`config.mk`:
```
export PLATFORM = sky130hd
export DESIGN_NAME = stream_cypher_ctrl_flat
export DESIGN_NICKNAME = d
export VERILOG_FILES = /design/src/rtl/stream_cypher_ctrl_if.sv /design/src/rtl/stream_cypher_ctrl.sv /design/src/flat_wrapper.sv
export SDC_FILE = /design/constraint.sdc
export NUM_CORES = 1
export LEC_CHECK = 0
export CAP_MARGIN = 0
export CORE_MARGIN = 2
export CORE_UTILIZATION = 50
export CTS_BUF_LIST = sky130_fd_sc_hd__clkbuf_4 sky130_fd_sc_hd__clkbuf_8 sky130_fd_sc_hd__clkbuf_16
export DETAILED_ROUTE_END_ITERATION = 10
export PLACE_DENSITY = 0.83
export SETUP_SLACK_MARGIN = 0.5
export SYNTH_ARGS = -nofsm -noshare
export SYNTH_HDL_FRONTEND = slang
export SYNTH_SLANG_ARGS = --single-unit
```
`constraint.sdc`:
```
create_clock -name clk -period 4.1 [get_ports clk]
set_clock_uncertainty 0.1 [all_clocks]
set_input_delay 1.23 -clock clk [delete_from_list [all_inputs] [get_ports clk]]
set_output_delay 1.23 -clock clk [all_outputs]
set_load 0.02 [all_outputs]
```
`src/rtl/stream_cypher_ctrl_if.sv`:
```
// Handshake and session-control bundle for the XOR stream-cypher sequencer.
// The master side drives a session; the slave side is the sequencer itself.
interface stream_cypher_ctrl_if #(
    parameter int unsigned LFSR_W = 16,
    parameter int unsigned LEN_W  = 8
);
    logic              start;
    logic [LFSR_W-1:0] seed;
    logic [LEN_W-1:0]  len;
    logic              abort;
    logic [7:0]        in_data;
    logic              in_valid;
    logic              in_ready;
    logic [7:0]        out_data;
    logic              out_valid;
    logic              out_ready;
    logic [7:0]        otp_out;
    logic              busy;
    logic              done;

    modport master (
        output start, seed, len, abort, in_data, in_valid, out_ready,
        input  in_ready, out_data, out_valid, otp_out, busy, done
    );

    modport slave (
        input  start, seed, len, abort, in_data, in_valid, out_ready,
        output in_ready, out_data, out_valid, otp_out, busy, done
    );
endinterface

```
`src/rtl/stream_cypher_ctrl.sv`:
```
// XOR stream-cypher sequencer: Galois LFSR keystream, per-session byte count,
// one registered output stage with valid/ready backpressure.
module stream_cypher_ctrl #(
    parameter int unsigned          LFSR_W       = 16,
    parameter logic [LFSR_W-1:0]    POLY         = 16'hB400,
    parameter logic [LFSR_W-1:0]    DEFAULT_SEED = 16'hACE1,
    parameter int unsigned          LEN_W        = 8
) (
    input logic                 clk,
    input logic                 rst_n,
    stream_cypher_ctrl_if.slave bus
);
    typedef enum logic [1:0] {IDLE, RUN, DONE} state_t;

    state_t            state;
    state_t            state_nxt;
    logic [LFSR_W-1:0] lfsr;
    logic [LEN_W-1:0]  remaining;
    logic [7:0]        out_data_r;
    logic              out_valid_r;
    logic              in_ready_c;
    logic              accept;
    logic              out_free;

    // One keystream byte consumes eight Galois shifts.
    function automatic logic [LFSR_W-1:0] advance8(input logic [LFSR_W-1:0] s);
        logic [LFSR_W-1:0] v;
        v = s;
        for (int unsigned i = 0; i < 8; i++) begin
            v = v[0] ? ((v >> 1) ^ POLY) : (v >> 1);
        end
        return v;
    endfunction

    assign out_free = !out_valid_r || bus.out_ready;
    assign accept   = in_ready_c && bus.in_valid && !bus.abort;

    always_ff @(posedge clk or negedge rst_n) begin
        if (!rst_n) begin
            state <= IDLE;
        end else begin
            state <= state_nxt;
        end
    end

    always_comb begin
        state_nxt  = state;
        in_ready_c = 1'b0;
        case (state)
            IDLE: begin
                if (bus.start) begin
                    state_nxt = (bus.len == '0) ? DONE : RUN;
                end
            end
            RUN: begin
                in_ready_c = (remaining != '0) && out_free;
                if ((remaining == '0) && out_free) begin
                    state_nxt = DONE;
                end
            end
            DONE:    state_nxt = IDLE;
            default: state_nxt = IDLE;
        endcase
        if (bus.abort) begin
            state_nxt = IDLE;
        end
    end

    always_ff @(posedge clk or negedge rst_n) begin
        if (!rst_n) begin
            lfsr        <= DEFAULT_SEED;
            remaining   <= '0;
            out_data_r  <= '0;
            out_valid_r <= 1'b0;
        end else if (bus.abort) begin
            remaining   <= '0;
            out_valid_r <= 1'b0;
        end else begin
            // An all-zero seed would lock the LFSR, so it falls back to the default.
            if ((state == IDLE) && bus.start) begin
                lfsr      <= (bus.seed == '0) ? DEFAULT_SEED : bus.seed;
                remaining <= bus.len;
            end
            if (accept) begin
                out_data_r  <= bus.in_data ^ lfsr[7:0];
                out_valid_r <= 1'b1;
                remaining   <= remaining - LEN_W'(1);
                lfsr        <= advance8(lfsr);
            end else if (out_valid_r && bus.out_ready) begin
                out_valid_r <= 1'b0;
            end
        end
    end

    assign bus.in_ready  = in_ready_c;
    assign bus.out_data  = out_data_r;
    assign bus.out_valid = out_valid_r;
    assign bus.otp_out   = lfsr[7:0];
    assign bus.busy      = (state != IDLE);
    assign bus.done      = (state == DONE);
endmodule
```
`src/flat_wrapper.sv`:
```
// flat-port wrapper written by rule: the top's interface ports become plain ports
module stream_cypher_ctrl_flat 
#(
    parameter int unsigned          LFSR_W       = 16,
    parameter logic [LFSR_W-1:0]    POLY         = 16'hB400,
    parameter logic [LFSR_W-1:0]    DEFAULT_SEED = 16'hACE1,
    parameter int unsigned          LEN_W        = 8
)
  (clk, rst_n, bus_start, bus_seed, bus_len, bus_abort, bus_in_data, bus_in_valid, bus_out_ready, bus_in_ready, bus_out_data, bus_out_valid, bus_otp_out, bus_busy, bus_done);
  stream_cypher_ctrl_if #(.LFSR_W(LFSR_W), .LEN_W(LEN_W)) bus_i ();
  input logic clk;
  input logic rst_n;
  input wire logic [$bits(bus_i.start)-1:0] bus_start;
  input wire logic [$bits(bus_i.seed)-1:0] bus_seed;
  input wire logic [$bits(bus_i.len)-1:0] bus_len;
  input wire logic [$bits(bus_i.abort)-1:0] bus_abort;
  input wire logic [$bits(bus_i.in_data)-1:0] bus_in_data;
  input wire logic [$bits(bus_i.in_valid)-1:0] bus_in_valid;
  input wire logic [$bits(bus_i.out_ready)-1:0] bus_out_ready;
  output wire logic [$bits(bus_i.in_ready)-1:0] bus_in_ready;
  output wire logic [$bits(bus_i.out_data)-1:0] bus_out_data;
  output wire logic [$bits(bus_i.out_valid)-1:0] bus_out_valid;
  output wire logic [$bits(bus_i.otp_out)-1:0] bus_otp_out;
  output wire logic [$bits(bus_i.busy)-1:0] bus_busy;
  output wire logic [$bits(bus_i.done)-1:0] bus_done;
  assign bus_i.start = bus_start;
  assign bus_i.seed = bus_seed;
  assign bus_i.len = bus_len;
  assign bus_i.abort = bus_abort;
  assign bus_i.in_data = bus_in_data;
  assign bus_i.in_valid = bus_in_valid;
  assign bus_i.out_ready = bus_out_ready;
  assign bus_in_ready = bus_i.in_ready;
  assign bus_out_data = bus_i.out_data;
  assign bus_out_valid = bus_i.out_valid;
  assign bus_otp_out = bus_i.otp_out;
  assign bus_busy = bus_i.busy;
  assign bus_done = bus_i.done;
  stream_cypher_ctrl #(.LFSR_W(LFSR_W), .POLY(POLY), .DEFAULT_SEED(DEFAULT_SEED), .LEN_W(LEN_W)) u_core (.clk(clk), .rst_n(rst_n), .bus(bus_i));
endmodule
```
==> impl_results.md <==
* Pint at approximately 1.0 mW
* Largest area contributor in the netlist: dfrtp_1
* Num CTS Buffers at 5
* Drt drc at 0
* Setup TNS at 0 ns
* Leakage at 1.09 nW
* Worst Path Required at 2.77 ns
* RSZ-0062 raised after global routing: no
* Total of max-cap violations at 0
* Critical Path Fanout Max at 2
* Count of different cell masters after synthesis at 48
* Fill count at 309
* Num ports at just under 60
* Die footprint at 0.00478 mm^2
* Adder-Cell Fraction of Synth Area at 1.18%
* IO buf count at between 50 and 60
* Core area at 0.00403 mm^2
* Sw Ratio at a little under two fifths
* Total power at between 1.5 and 2 mW
* CP Capture Type: output port
* Area Overhead vs Synth at 29.3%
* Design Area, Final at ~0.0027 mm^2
* Drt total wl at around 5000 um
* RePlAce Congestion at 0.971
* Synth Area in Compound Gates at roughly 16%
* Syn Nets at between 200 and 300
* Layout cells sized above 1 at between 10% and 20%
* Synthesized cell area at 0.00212 mm^2
* Antenna cells at 0
* Tcrit/Tclk final at 87.0%
* Clock power share at about 18%
* Slew margin rel. at a little over half
* Vias in the first global route at 1,684
* Power per Cell Area at 589 mW/mm^2
* Combinational share of power at between 40 and 50%
* Yosys warns at 0
* Mux share of post-synthesis cell area at 3.84%
* Hold Crit Class: reg -> reg
* FMAX at 280 MHz
* Final core occ at 68.0%
* Synth Area in XOR/XNOR at 10.7%
* Top cells by area, synth: dfrtp_1 32%, dfstp_2 9.9%, xnor2_1 7.9%
* Final Hold Viols at 0
* Async set-reset flop share out of synthesis at 100%
* Largest net degree at the start of global routing at 36
* Clock slew at reported path FFs at ~0.07 ns
* DIE HEIGHT at 69.1 um
* Routed len/inst at between 15 and 20 um
* Synth top area share at roughly a third
* Post-CTS Setup Repair Bufs at 0
* Crit start category: input pin
* Overall die width at 69.1 um
* Final net count at 308
* Core Rows at 23
* Drt via density at 5.66
* Clock sink count at 35
* Largest family of logic cells by synthesized area: simple AND/OR/NAND/NOR gates
* Post-DP HPWL at between 3000 and 4000 um
* Status: finished clean
* Worst-Margin Slew at 0.690 ns
* Number of synthesized flops with an enable pin at 0
* Top_reg_cell synth: dfrtp_1
* TritonCTS clock tree: yes
* Worst-Skew Late Latency at 0.29 ns
* Dpl ws at 0.0937 ns
* Initial antenna violation count at 0
* Overflow after GRT at 0
* Clock tree buffer depth at 2
* Post-synthesis sequential area ratio at 41.8%
* Final Setup Violations at 0
* Simple-gate share of the synthesized area at 18.0%
* Max rail drop VDD at about 0.00034 V
* Setup ws final at between 0.5 and 0.6 ns
* DR pass1 iterations at 5
* #FFs+latches synth at 35
* CTS root buf: clkbuf_8
* # hold bufs at CTS at 0
* Post-route ant nets at 0
* Starting Density at 52.6%
* DR vias at 1,804
* CP Class: in -> out
* Global-route usage over all layers at 21.5%
* Resize count post-CTS at 5
* Max-slew violations at 0
* First DRT Iteration DRCs at approximately 170
* Average size of a mapped cell at around 9.5 um^2
* Seq pwr share at 37.7%
* Critical path arrival at 2.24 ns
* Placed cell area at 0.00263 mm^2
* Global-route wire length before repair at roughly 8300 um
* Synth Instances at 222
* Psw at 0.599 mW
* H-Tree Level Count at 2
* Fin crit period at 3.57 ns
## cell usage after synthesis (all sizes together), types with 2 or more instances
library cell	number
buf	17
ha	2
o211ai	2
nor4	8
nand3	4
mux2i	7
clkbuf	6
xor2	7
nand2	34
dfstp	8
a31oi	5
a21oi	4
xnor2	19
inv	6
a211oi	2
o221ai	8
nand2b	2
nor2	9
nand4	3
nor3	2
a32oi	3
dfrtp	27
o21ai	24
## final cells by class
| class | count | area [um^2] | area share [%] |
|---|---|---|---|
| Multi-Input combinational cell | 158 | 1060 | 38.7 |
| Sequential cell | 35 | 886 | 32.3 |
| Inverter | 6 | 22.5 | 0.822 |
| Timing Repair Buffer | 62 | 606 | 22.1 |
| Clock buffer | 8 | 104 | 3.79 |
| Tap cell | 50 | 62.6 | 2.28 |
## metal layers
metal  wire (um)  GRT usage, %  part of all wire (%)
met1        2140          29.1                    44
met2        2330          32.2                    48
met3         293          6.29                   6.0
met4         100          9.37                   2.1
met5           0             0                     0
## power by group through the flow
stage,Clock (mW),Combinational [mW],Sequential (mW)
finish,0.284,0.720,0.609
global route,0.307,0.787,0.629
CTS,0.289,0.721,0.610
detailed placement,0,0.715,0.615
global placement,0,0.699,0.610
floorplan,0,0.499,0.610
## worst max-delay path: stages
cell,delay [ns]
clkdlybuf4s50_1,0.44
nand2b_1,0.15
nand2_1,0.10
nor3_2,0.15
buf_4,0.17
## path summary, 6_finish.rpt
| check | from | to | slack, ns | cells past startpoint |
|---|---|---|---|---|
| min | u_core.bus.out_data[5] | u_core.bus.out_data[5] | 0.38 | 2 |
| min in group asynchronous | rst_n | u_core.bus.out_data[2] | 1.25 | 2 |
| max in group asynchronous | rst_n | u_core.lfsr[0] | 2.31 | 2 |
| max | bus_out_ready | bus_in_ready | 0.53 | 5 |
| max reg2reg | u_core.state[0] | u_core.lfsr[9] | 2.02 | 5 |
| min reg2reg | u_core.bus.out_data[5] | u_core.bus.out_data[5] | 0.38 | 2 |
## cell families after synthesis
| kind of cell | count (synthesis) |
|---|---|
| muxes | 8 |
| buffers and inverters | 29 |
| xor gates and xnor gates | 26 |
| adders and majority gates | 2 |
| AOI/OAI and AO/OA | 52 |
| and+or+nand+nor | 70 |
| DFF | 35 |
## cell usage in the layout (no fill, tap or decap), types with 2 or more instances in the layout
master / count
ha_1: 2
o221ai_1: 8
xnor2_1: 19
o21ai_1: 2
a32oi_1: 3
nand2_1: 32
nor2_1: 7
xor2_1: 7
o211ai_1: 2
nand2b_1: 2
o21ai_0: 22
clkbuf_8: 7
dfstp_2: 8
dfrtp_1: 27
mux2i_1: 7
a31oi_1: 5
a21oi_1: 3
nor4_1: 7
clkdlybuf4s50_1: 56
inv_1: 6
buf_4: 6
nand4_1: 3
nand3_1: 3
## metrics by stage
stage,hold slack [ns],std cells
2_1_floorplan,0.346,222
3_3_place_gp,0.358,311
3_5_place_dp,0.361,311
4_1_cts,0.380,319
5_1_grt,0.407,319
6_report,0.380,319
## sequential cells by signal, summed over array words and instances, names as in the netlist
name,cells
u_core.lfsr,16
u_core.bus.out_data,8
u_core.remaining,8
u_core.state,2
u_core.bus.out_valid,1
No activity file was read; power rests on OpenSTA's default activity.
